`config.mk`:
```
export PLATFORM = sky130hd
export DESIGN_NAME = binary_to_bcd_conv
export DESIGN_NICKNAME = d
export VERILOG_FILES = /design/src/rtl/binary_to_bcd_conv.sv
export SDC_FILE = /design/constraint.sdc
export NUM_CORES = 1
export LEC_CHECK = 0
export ABC_AREA = 1
export BUFFER_PORTS_ARGS = -buffer_cell sky130_fd_sc_hd__buf_2
export CORE_MARGIN = 5
export CORE_UTILIZATION = 45
export DETAILED_ROUTE_END_ITERATION = 7
export PLACE_DENSITY = 0.68
export SLEW_MARGIN = 10
export SYNTH_ARGS = -nofsm -noshare
export SYNTH_HDL_FRONTEND = slang
export SYNTH_SLANG_ARGS = --single-unit
```
`constraint.sdc`:
```
create_clock -name clk -period 1.25 [get_ports clk]
set_input_delay 0.1875 -clock clk [delete_from_list [all_inputs] [get_ports clk]]
set_output_delay 0.1875 -clock clk [all_outputs]
set_load 0.01 [all_outputs]
```
`src/rtl/binary_to_bcd_conv.sv`:
```
// binary_to_bcd_conv: sequential double-dabble binary-to-BCD converter with valid/ready on both sides.
// Optional macro BIN2BCD_2BIT_EN: two correct-then-shift steps per cycle (WIDTH must be even).
`default_nettype none

module binary_to_bcd_conv #(
    parameter int WIDTH  = 8,
    parameter int DIGITS = 3
) (
    input  logic                clk,
    input  logic                rst,
    input  logic                in_valid,
    output logic                in_ready,
    input  logic [WIDTH-1:0]    in_data,
    output logic                out_valid,
    input  logic                out_ready,
    output logic [4*DIGITS-1:0] out_bcd
);

    localparam int BCD_W  = 4 * DIGITS;
    localparam int WORK_W = BCD_W + WIDTH;
    localparam int CNT_W  = $clog2(WIDTH + 1);
`ifdef BIN2BCD_2BIT_EN
    localparam int STEPS  = 2;
`else
    localparam int STEPS  = 1;
`endif
    localparam int CNT_LOAD = WIDTH / STEPS;

    typedef enum logic [1:0] {
        S_IDLE  = 2'd0,
        S_SHIFT = 2'd1,
        S_DONE  = 2'd2
    } state_t;

    state_t              state_q, state_d;
    logic [CNT_W-1:0]    cnt_q, cnt_d;
    logic [WORK_W-1:0]   work_q, work_d;
    logic [BCD_W-1:0]    bcd_q, bcd_d;
    logic [WORK_W-1:0]   step_w;

    // Add-3 on every BCD digit >= 5 (4-bit wrap is safe: max 9+3 = 12), then shift left.
    function automatic logic [WORK_W-1:0] dabble(input logic [WORK_W-1:0] v);
        logic [WORK_W-1:0] t;
        t = v;
        for (int d = 0; d < DIGITS; d++) begin
            if (t[WIDTH + 4*d +: 4] >= 4'd5) begin
                t[WIDTH + 4*d +: 4] = t[WIDTH + 4*d +: 4] + 4'd3;
            end
        end
        return {t[WORK_W-2:0], 1'b0};
    endfunction

    always_ff @(posedge clk) begin
        if (rst) begin
            state_q <= S_IDLE;
            cnt_q   <= '0;
            work_q  <= '0;
            bcd_q   <= '0;
        end else begin
            state_q <= state_d;
            cnt_q   <= cnt_d;
            work_q  <= work_d;
            bcd_q   <= bcd_d;
        end
    end

    always_comb begin
        state_d = state_q;
        cnt_d   = cnt_q;
        work_d  = work_q;
        bcd_d   = bcd_q;
        step_w  = work_q;
        case (state_q)
            S_IDLE: begin
                if (in_valid) begin
                    work_d  = {{BCD_W{1'b0}}, in_data};
                    cnt_d   = CNT_W'(CNT_LOAD);
                    state_d = S_SHIFT;
                end
            end
            S_SHIFT: begin
                step_w = dabble(work_q);
`ifdef BIN2BCD_2BIT_EN
                step_w = dabble(step_w);
`endif
                work_d = step_w;
                cnt_d  = cnt_q - CNT_W'(1);
                if (cnt_q == CNT_W'(1)) begin
                    bcd_d   = step_w[WORK_W-1 -: BCD_W];
                    state_d = S_DONE;
                end
            end
            S_DONE: begin
                if (out_ready) begin
                    state_d = S_IDLE;
                end
            end
            default: state_d = S_IDLE;
        endcase
    end

    assign in_ready  = (state_q == S_IDLE) && !rst;
    assign out_valid = (state_q == S_DONE);
    assign out_bcd   = bcd_q;

endmodule

`default_nettype wire

```
==> results of run 1 <==
[layout make-up]
class                   count  area share, %
clock buffers               6           3.22
clock inverters             2          0.488
inverters                  28           4.39
multi-input cells         179           44.1
flip-flops and latches     38           30.2
well taps                  50           2.44
repair buffers             50           15.1
[repair_timing]
| action | in CTS | in global routing |
|---|---|---|
| endpoints found under the setup margin | 13 | 30 |
| pin swaps | 2 | 24 |
| resized for setup | 10 | 66 |
| gates cloned | 0 | 1 |
| buffers inserted | 0 | 4 |
[cell families (layout without fill, tap and decap cells)]
| kind of cell | Yosys count | after routing | share of synthesized area (%) |
|---|---|---|---|
| compound gates | 50 | 50 | 14.8 |
| buf+inv | 38 | 86 | 9.84 |
| flops | 38 | 38 | 41.0 |
| fa+ha+maj | 8 | 8 | 5.39 |
| simple gates | 121 | 121 | 28.9 |
[cell usage after synthesis (3+ instances only)]
library cell and number:
buf_6 4, nor2_1 17, nand2_2 7, a21oi_2 3, inv_1 23, a21oi_1 28
nand3_1 19, inv_2 5, dfxtp_1 38, o21ai_0 12, nand4_1 6, ha_1 8
nand2_1 67
[worst reg2reg max path: cells and delay by family (launching register included)]
| kind | cells | cell delay, ns |
|---|---|---|
| flops | 1 | 0.33 |
| fa+ha+maj | 1 | 0.14 |
| compound gates | 1 | 0.11 |
| simple gates | 3 | 0.32 |
| buf+inv | 3 | 0.34 |
[power groups by stage]
stage,clock (mW),combinational [mW],sequential (mW)
2_1_floorplan,0,0.210,1.32
3_3_place_gp,0,0.333,1.32
3_5_place_dp,0,0.339,1.32
4_1_cts,0.919,0.345,1.29
5_1_grt,0.976,0.417,1.30
6_report,0.908,0.379,1.30
[final timing paths]
| check | to | slack [ns] | cells after the start |
|---|---|---|---|
| min | state_q[1] | 0.14 | 4 |
| max | out_bcd[11] | -0.05 | 8 |
| max reg2reg | out_bcd[11] | -0.05 | 8 |
| min reg2reg | work_q[0] | 0.47 | 2 |
[metrics by stage]
stage          cells  total power, mW  setup slack (ns)
2_1_floorplan    255             1.53            0.0231
3_3_place_gp     340             1.65           -0.0194
3_5_place_dp     340             1.66           -0.0681
4_1_cts          348             2.55           -0.0134
5_1_grt          353             2.69            -0.102
6_report         353             2.58           -0.0532
[flip-flops by register name (all words and copies together) (netlist names)]
register  count
work_q       20
cnt_q         4
out_bcd      12
state_q       2
[metal layers]
metal  up-vias  routed length (um)  GRT usage [%]
li1        925                   -              -
met4         0                  94           4.74
met5         -                   0              0
met3        13                 225           3.24
met2        50                2470           28.2
met1       830                2060           21.1
==> results.json, run 1 <==
{
  "area.sequential_um2": 773,
  "core_area_um2": 4000,
  "die_w_um": 74.2,
  "synth_top_area_cell": "dfxtp_1",
  "final_area_um2": 2560,
  "ctsHoldBuffers": 0,
  "critPathLaunchType": "flip-flop",
  "violations": "negative setup slack",
  "p_per_area_nw_per_um2": 1010,
  "synth-seq-cells": 38,
  "sw_frac_of_total_pct": 27.6,
  "grt_first_pass_wirelength_um": 7140,
  "path_delay_family": "flip-flops",
  "insertion_delay_ns": 0.29,
  "grt_max_degree": 22,
  "vias": 1818,
  "vias_per_cell": 5.15,
  "grt_overflow": 0,
  "grt.total_usage_pct": 16.5,
  "final_common_cell": "nand2_1",
  "post_drt_wl_per_cell_um": 13.7,
  "max_stage_delay_ns": 0.33,
  "p_sw_mw": 0.712,
  "port_buffers": 25,
  "worst_slew_pin_slew_ns": 0.266,
  "r2r_start": "cnt_q[1]",
  "setup_viol": 5,
  "cp-end-kind": "flip-flop",
  "critPathLaunch": "cnt_q[1]",
  "status": "finished with violations",
  "period_share_pct": 104,
  "row_count": 23,
  "drc": 0,
  "required_ns": 1.49,
  "grt_pass1_vias": 1632,
  "routed_wl_um": 4850,
  "antenna_cells": 0,
  "ys_async_sr_fraction_pct": 0,
  "synth_top_area_share_pct": 41.0,
  "synthCells": 255,
  "grt_antenna_before_repair": 0,
  "start_util_pct": 46.4,
  "synth-edff-count": 0,
  "pwr-share-clk_pct": 35.1,
  "maxSlewHeadroom_pct": 82.2,
  "synth.top_cells.by_area": "dfxtp_1 (41%), nand2_1 (14%), a21oi_1 (7.6%)",
  "hpwl_um": 2970,
  "peakVddDrop_v": 0.000704,
  "fill_cells": 350,
  "maxCapViolCount": 0,
  "critPathSlowestCell": "dfxtp_2",
  "ys_seq_area_share_pct": 41.0,
  "synth.net_count": 275,
  "synth_warnings": 0,
  "area_delta_synth_final_pct": 38.1,
  "drive_above_1_share_pct": 43.2,
  "internal-power_mw": 1.87,
  "combinationalPowerShare_pct": 14.7,
  "clock.fmax_mhz": 767,
  "sequentialPowerShare_pct": 50.2,
  "hold_path_startpoint": "out_ready",
  "antenna_left": 0,
  "multi_input_comb_area_um2": 1130,
  "synth_cell_types": 24,
  "clockBufferDepth": 2,
  "fin_hold_ws_ns": 0.142,
  "gp_congestion": 0.834,
  "critPathArrivalTime_ns": 1.54,
  "cts_sinks": 38,
  "setup_tns_ns": -0.0709,
  "setup_slack_ns": -0.0532,
  "cp_num_buf_inv": 3,
  "critical_path_class": "flip-flop to flip-flop",
  "die_y_um": 74.2,
  "cts_max_level": 2,
  "cts-root-buf": "clkbuf_8",
  "path_cells": "inv_2 -> ha_4 -> nand3_4 -> nor2_4 -> buf_12 -> buf_6 -> nand2_2 -> a21oi_2",
  "layout.nets": 322,
  "hp-class": "input pin to flip-flop",
  "dominantRegCellSynth": "dfxtp_1",
  "cts_tree": "yes",
  "post-route-min-period_ns": 1.30,
  "cellLeakagePower_nw": 1.19,
  "die-area_um2": 5510,
  "rsz0062_at_grt": "yes",
  "dpl_cell_area_um2": 2170,
  "final_util_pct": 64.1,
  "clkTransAtPathRegs_ns": 0.08,
  "final_cell_mix": "nand2_1 (55), dfxtp_1 (28), buf_2 (25)",
  "crit_fanout": 7,
  "skew_ns": 0.00589,
  "io_pins": 26,
  "drt_first_pass_iters": 4,
  "slew_violations": 0,
  "hold_viol_final": 0,
  "avgSynthCellArea_um2": 7.28,
  "drtIter0Drc": 141,
  "syn-cell-area_um2": 1860,
  "cts_buffers": 5
}
No activity file was read; power rests on OpenSTA's default activity.
==> inputs of run 2 (changes only) <==
ABC_AREA = unset   (was 1)
PLACE_DENSITY = 0.71   (was 0.68)
==> run 2 against run 1 <==
  * The run still ends with negative setup slack left
  * Sequential cell count did not move
  * Power rose by 5.4%
  * Critical path depth fell by 2
  * Area after synthesis fell by 2.8%
  * Critical path type unchanged
  * Largest cell class unchanged
  * Highest routed layer unchanged
==> results.json, run 2 <==
{
  "maxCapViolCount": 0,
  "synth-seq-cells": 38,
  "p_sw_mw": 0.739,
  "cts_buffers": 5,
  "cellLeakagePower_nw": 1.14,
  "synth-edff-count": 0,
  "antenna_left": 0,
  "required_ns": 1.47,
  "die-area_um2": 5380,
  "hold_path_startpoint": "in_data[0]",
  "drt_first_pass_iters": 4,
  "io_pins": 26,
  "drtIter0Drc": 118,
  "grt.total_usage_pct": 19.6,
  "setup_slack_ns": -0.118,
  "routed_wl_um": 5020,
  "hold_depth": 3,
  "cts_tree": "yes",
  "hp-class": "input pin to flip-flop",
  "clockBufferDepth": 2,
  "gp_congestion": 0.803,
  "min_to": "work_q[0]",
  "r2r_start": "work_q[9]",
  "internal-power_mw": 1.98,
  "critical_path_class": "flip-flop to flip-flop",
  "clock.fmax_mhz": 731,
  "final_common_cell": "nor2_1",
  "area_delta_synth_final_pct": 57.4,
  "insertion_delay_ns": 0.29,
  "p_per_area_nw_per_um2": 958,
  "hpwl_um": 3130,
  "violations": "negative setup slack",
  "setup_tns_ns": -1.01,
  "final_cell_mix": "nor2_1 (35), buf_4 (34), dfxtp_1 (28)",
  "skew_ns": 0.00565,
  "dpl_cell_area_um2": 2360,
  "dominantRegCellSynth": "dfxtp_1",
  "synth.top_cells.by_area": "dfxtp_1 (42%), nor2_1 (7.9%), ha_1 (5.5%)",
  "clkTransAtPathRegs_ns": 0.07,
  "pwr-share-clk_pct": 32.1,
  "synthTopCellsByCount": "dfxtp_1 (38), nor2_1 (38), a21oi_1 (19), nor3_1 (12), nand2b_1 (11)",
  "antenna_cells": 0,
  "r2r_setup_slack_ns": -0.12,
  "core_area_um2": 3940,
  "setup_viol": 18,
  "final_area_um2": 2840,
  "hold_viol_final": 0,
  "synthCells": 215,
  "post_drt_wl_per_cell_um": 15.2,
  "slew_violations": 0,
  "crit_fanout": 3,
  "drive_above_1_share_pct": 52.0,
  "grt_overflow": 0,
  "vias": 1751,
  "cp-end-kind": "flip-flop",
  "die_y_um": 73.3,
  "vias_per_cell": 5.29,
  "status": "finished with violations",
  "layout.nets": 300,
  "sw_frac_of_total_pct": 27.2,
  "syn-cell-area_um2": 1800,
  "rsz0062_at_grt": "yes",
  "grt_pass1_vias": 1731,
  "rr_worst_depth": 6,
  "cts-root-buf": "clkbuf_8",
  "peakVddDrop_v": 0.000672,
  "cts_max_level": 2,
  "port_buffers": 25,
  "ys_async_sr_fraction_pct": 0,
  "largest_reg_flops": 20,
  "ys_seq_area_share_pct": 42.2,
  "post-route-min-period_ns": 1.37,
  "synth_top_area_share_pct": 42.2,
  "start_util_pct": 45.8,
  "critPathLaunchType": "flip-flop",
  "grt_max_degree": 21,
  "avgSynthCellArea_um2": 8.39,
  "ctsHoldBuffers": 0,
  "worst_slew_pin_slew_ns": 0.478,
  "grt_antenna_before_repair": 0,
  "grt_first_pass_wirelength_um": 8160,
  "synth_warnings": 0,
  "synth_top_area_cell": "dfxtp_1",
  "synth_cell_types": 29,
  "drc": 0,
  "critPathArrivalTime_ns": 1.59,
  "synth.net_count": 235,
  "regMostFlops": "work_q",
  "row_count": 23,
  "final_util_pct": 72.0,
  "r2r_end": "out_bcd[2]",
  "period_share_pct": 109,
  "cts_sinks": 38,
  "maxSlewHeadroom_pct": 67.8,
  "sequentialPowerShare_pct": 48.0,
  "die_w_um": 73.3,
  "combinationalPowerShare_pct": 19.9
}
## run 2: changes by cell type in the layout (fill, tap and decap cells not counted), moves of 9 or more
cell     before  now
nand2_2      15    0
buf_4        18   34
a21oi_1      22   13
inv_1        15    3
nor2_1       15   35
nand3_1      13    3
nand2_1      55    2
## run 2: metrics by stage
step                hold WS, ns  worst slack (ns)  total power [mW]  std cells
floorplan                 0.353           -0.0927              1.58        215
global placement          0.452           -0.0635              1.73        312
detailed placement        0.460            -0.107              1.74        312
CTS                       0.158            -0.136              2.65        328
global route              0.171            -0.170              2.87        331
finish                    0.166            -0.118              2.72        331
## run 2: worst max-delay path by stage
stage / startpoint / endpoint / slack (ns) / cells past startpoint
global route: work_q[13] / out_bcd[6] / -0.17 / 6
global placement: work_q[13] / out_bcd[6] / -0.06 / 6
CTS: work_q[13] / out_bcd[6] / -0.14 / 6
floorplan: cnt_q[1] / out_bcd[3] / -0.09 / 6
finish: work_q[9] / out_bcd[2] / -0.12 / 6
detailed placement: work_q[13] / out_bcd[6] / -0.11 / 6
## run 2: final cells by class
type	count	area [um^2]
Timing Repair Buffer	71	547
Fill cell	292	1100
Multi-Input combinational cell	154	1310
Sequential cell	38	786
Clock inverter	1	5.00
Tap cell	50	62.6
Inverter	10	47.5
Clock buffer	7	86.3
## run 2: worst max-delay path: stages (launching register included)
cell and delay, ns:
dfxtp_2 0.36, inv_4 0.05, ha_4 0.14, nand2b_4 0.14
a21oi_4 0.15, mux2_4 0.33, o22ai_2 0.13
## run 2: cells by family (layout without fill, tap and decap cells)
| family | count (synthesis) | in the layout | synth area share, % |
|---|---|---|---|
| muxes | 5 | 5 | 3.05 |
| adders and majority gates | 8 | 8 | 5.55 |
| AOI/OAI and AO/OA | 50 | 50 | 17.0 |
| and+or+nand+nor | 88 | 88 | 25.4 |
| DFF | 38 | 38 | 42.2 |
| xor gates and xnor gates | 3 | 3 | 1.46 |
| buffers and inverters | 23 | 89 | 5.41 |
## run 2: power groups by stage
stage	clock [mW]	sequential, mW	combinational (mW)
2_1_floorplan	0	1.33	0.249
3_3_place_gp	0	1.33	0.401
3_5_place_dp	0	1.33	0.407
4_1_cts	0.894	1.30	0.460
5_1_grt	0.961	1.31	0.589
6_report	0.874	1.31	0.540
## run 2: what timing repair did
action,4_1_cts,5_1_grt
endpoints found under the setup margin,37,36
pin swaps,7,13
cloned,0,1
buffers inserted,8,2
gates resized for setup,40,32
## run 2: layer usage
| layer | routed length (um) | GRT usage (%) |
|---|---|---|
| met3 | 118 | 3.42 |
| met5 | 0 | 0 |
| met4 | 68 | 6.04 |
| met1 | 2120 | 24.5 |
| met2 | 2710 | 34.2 |
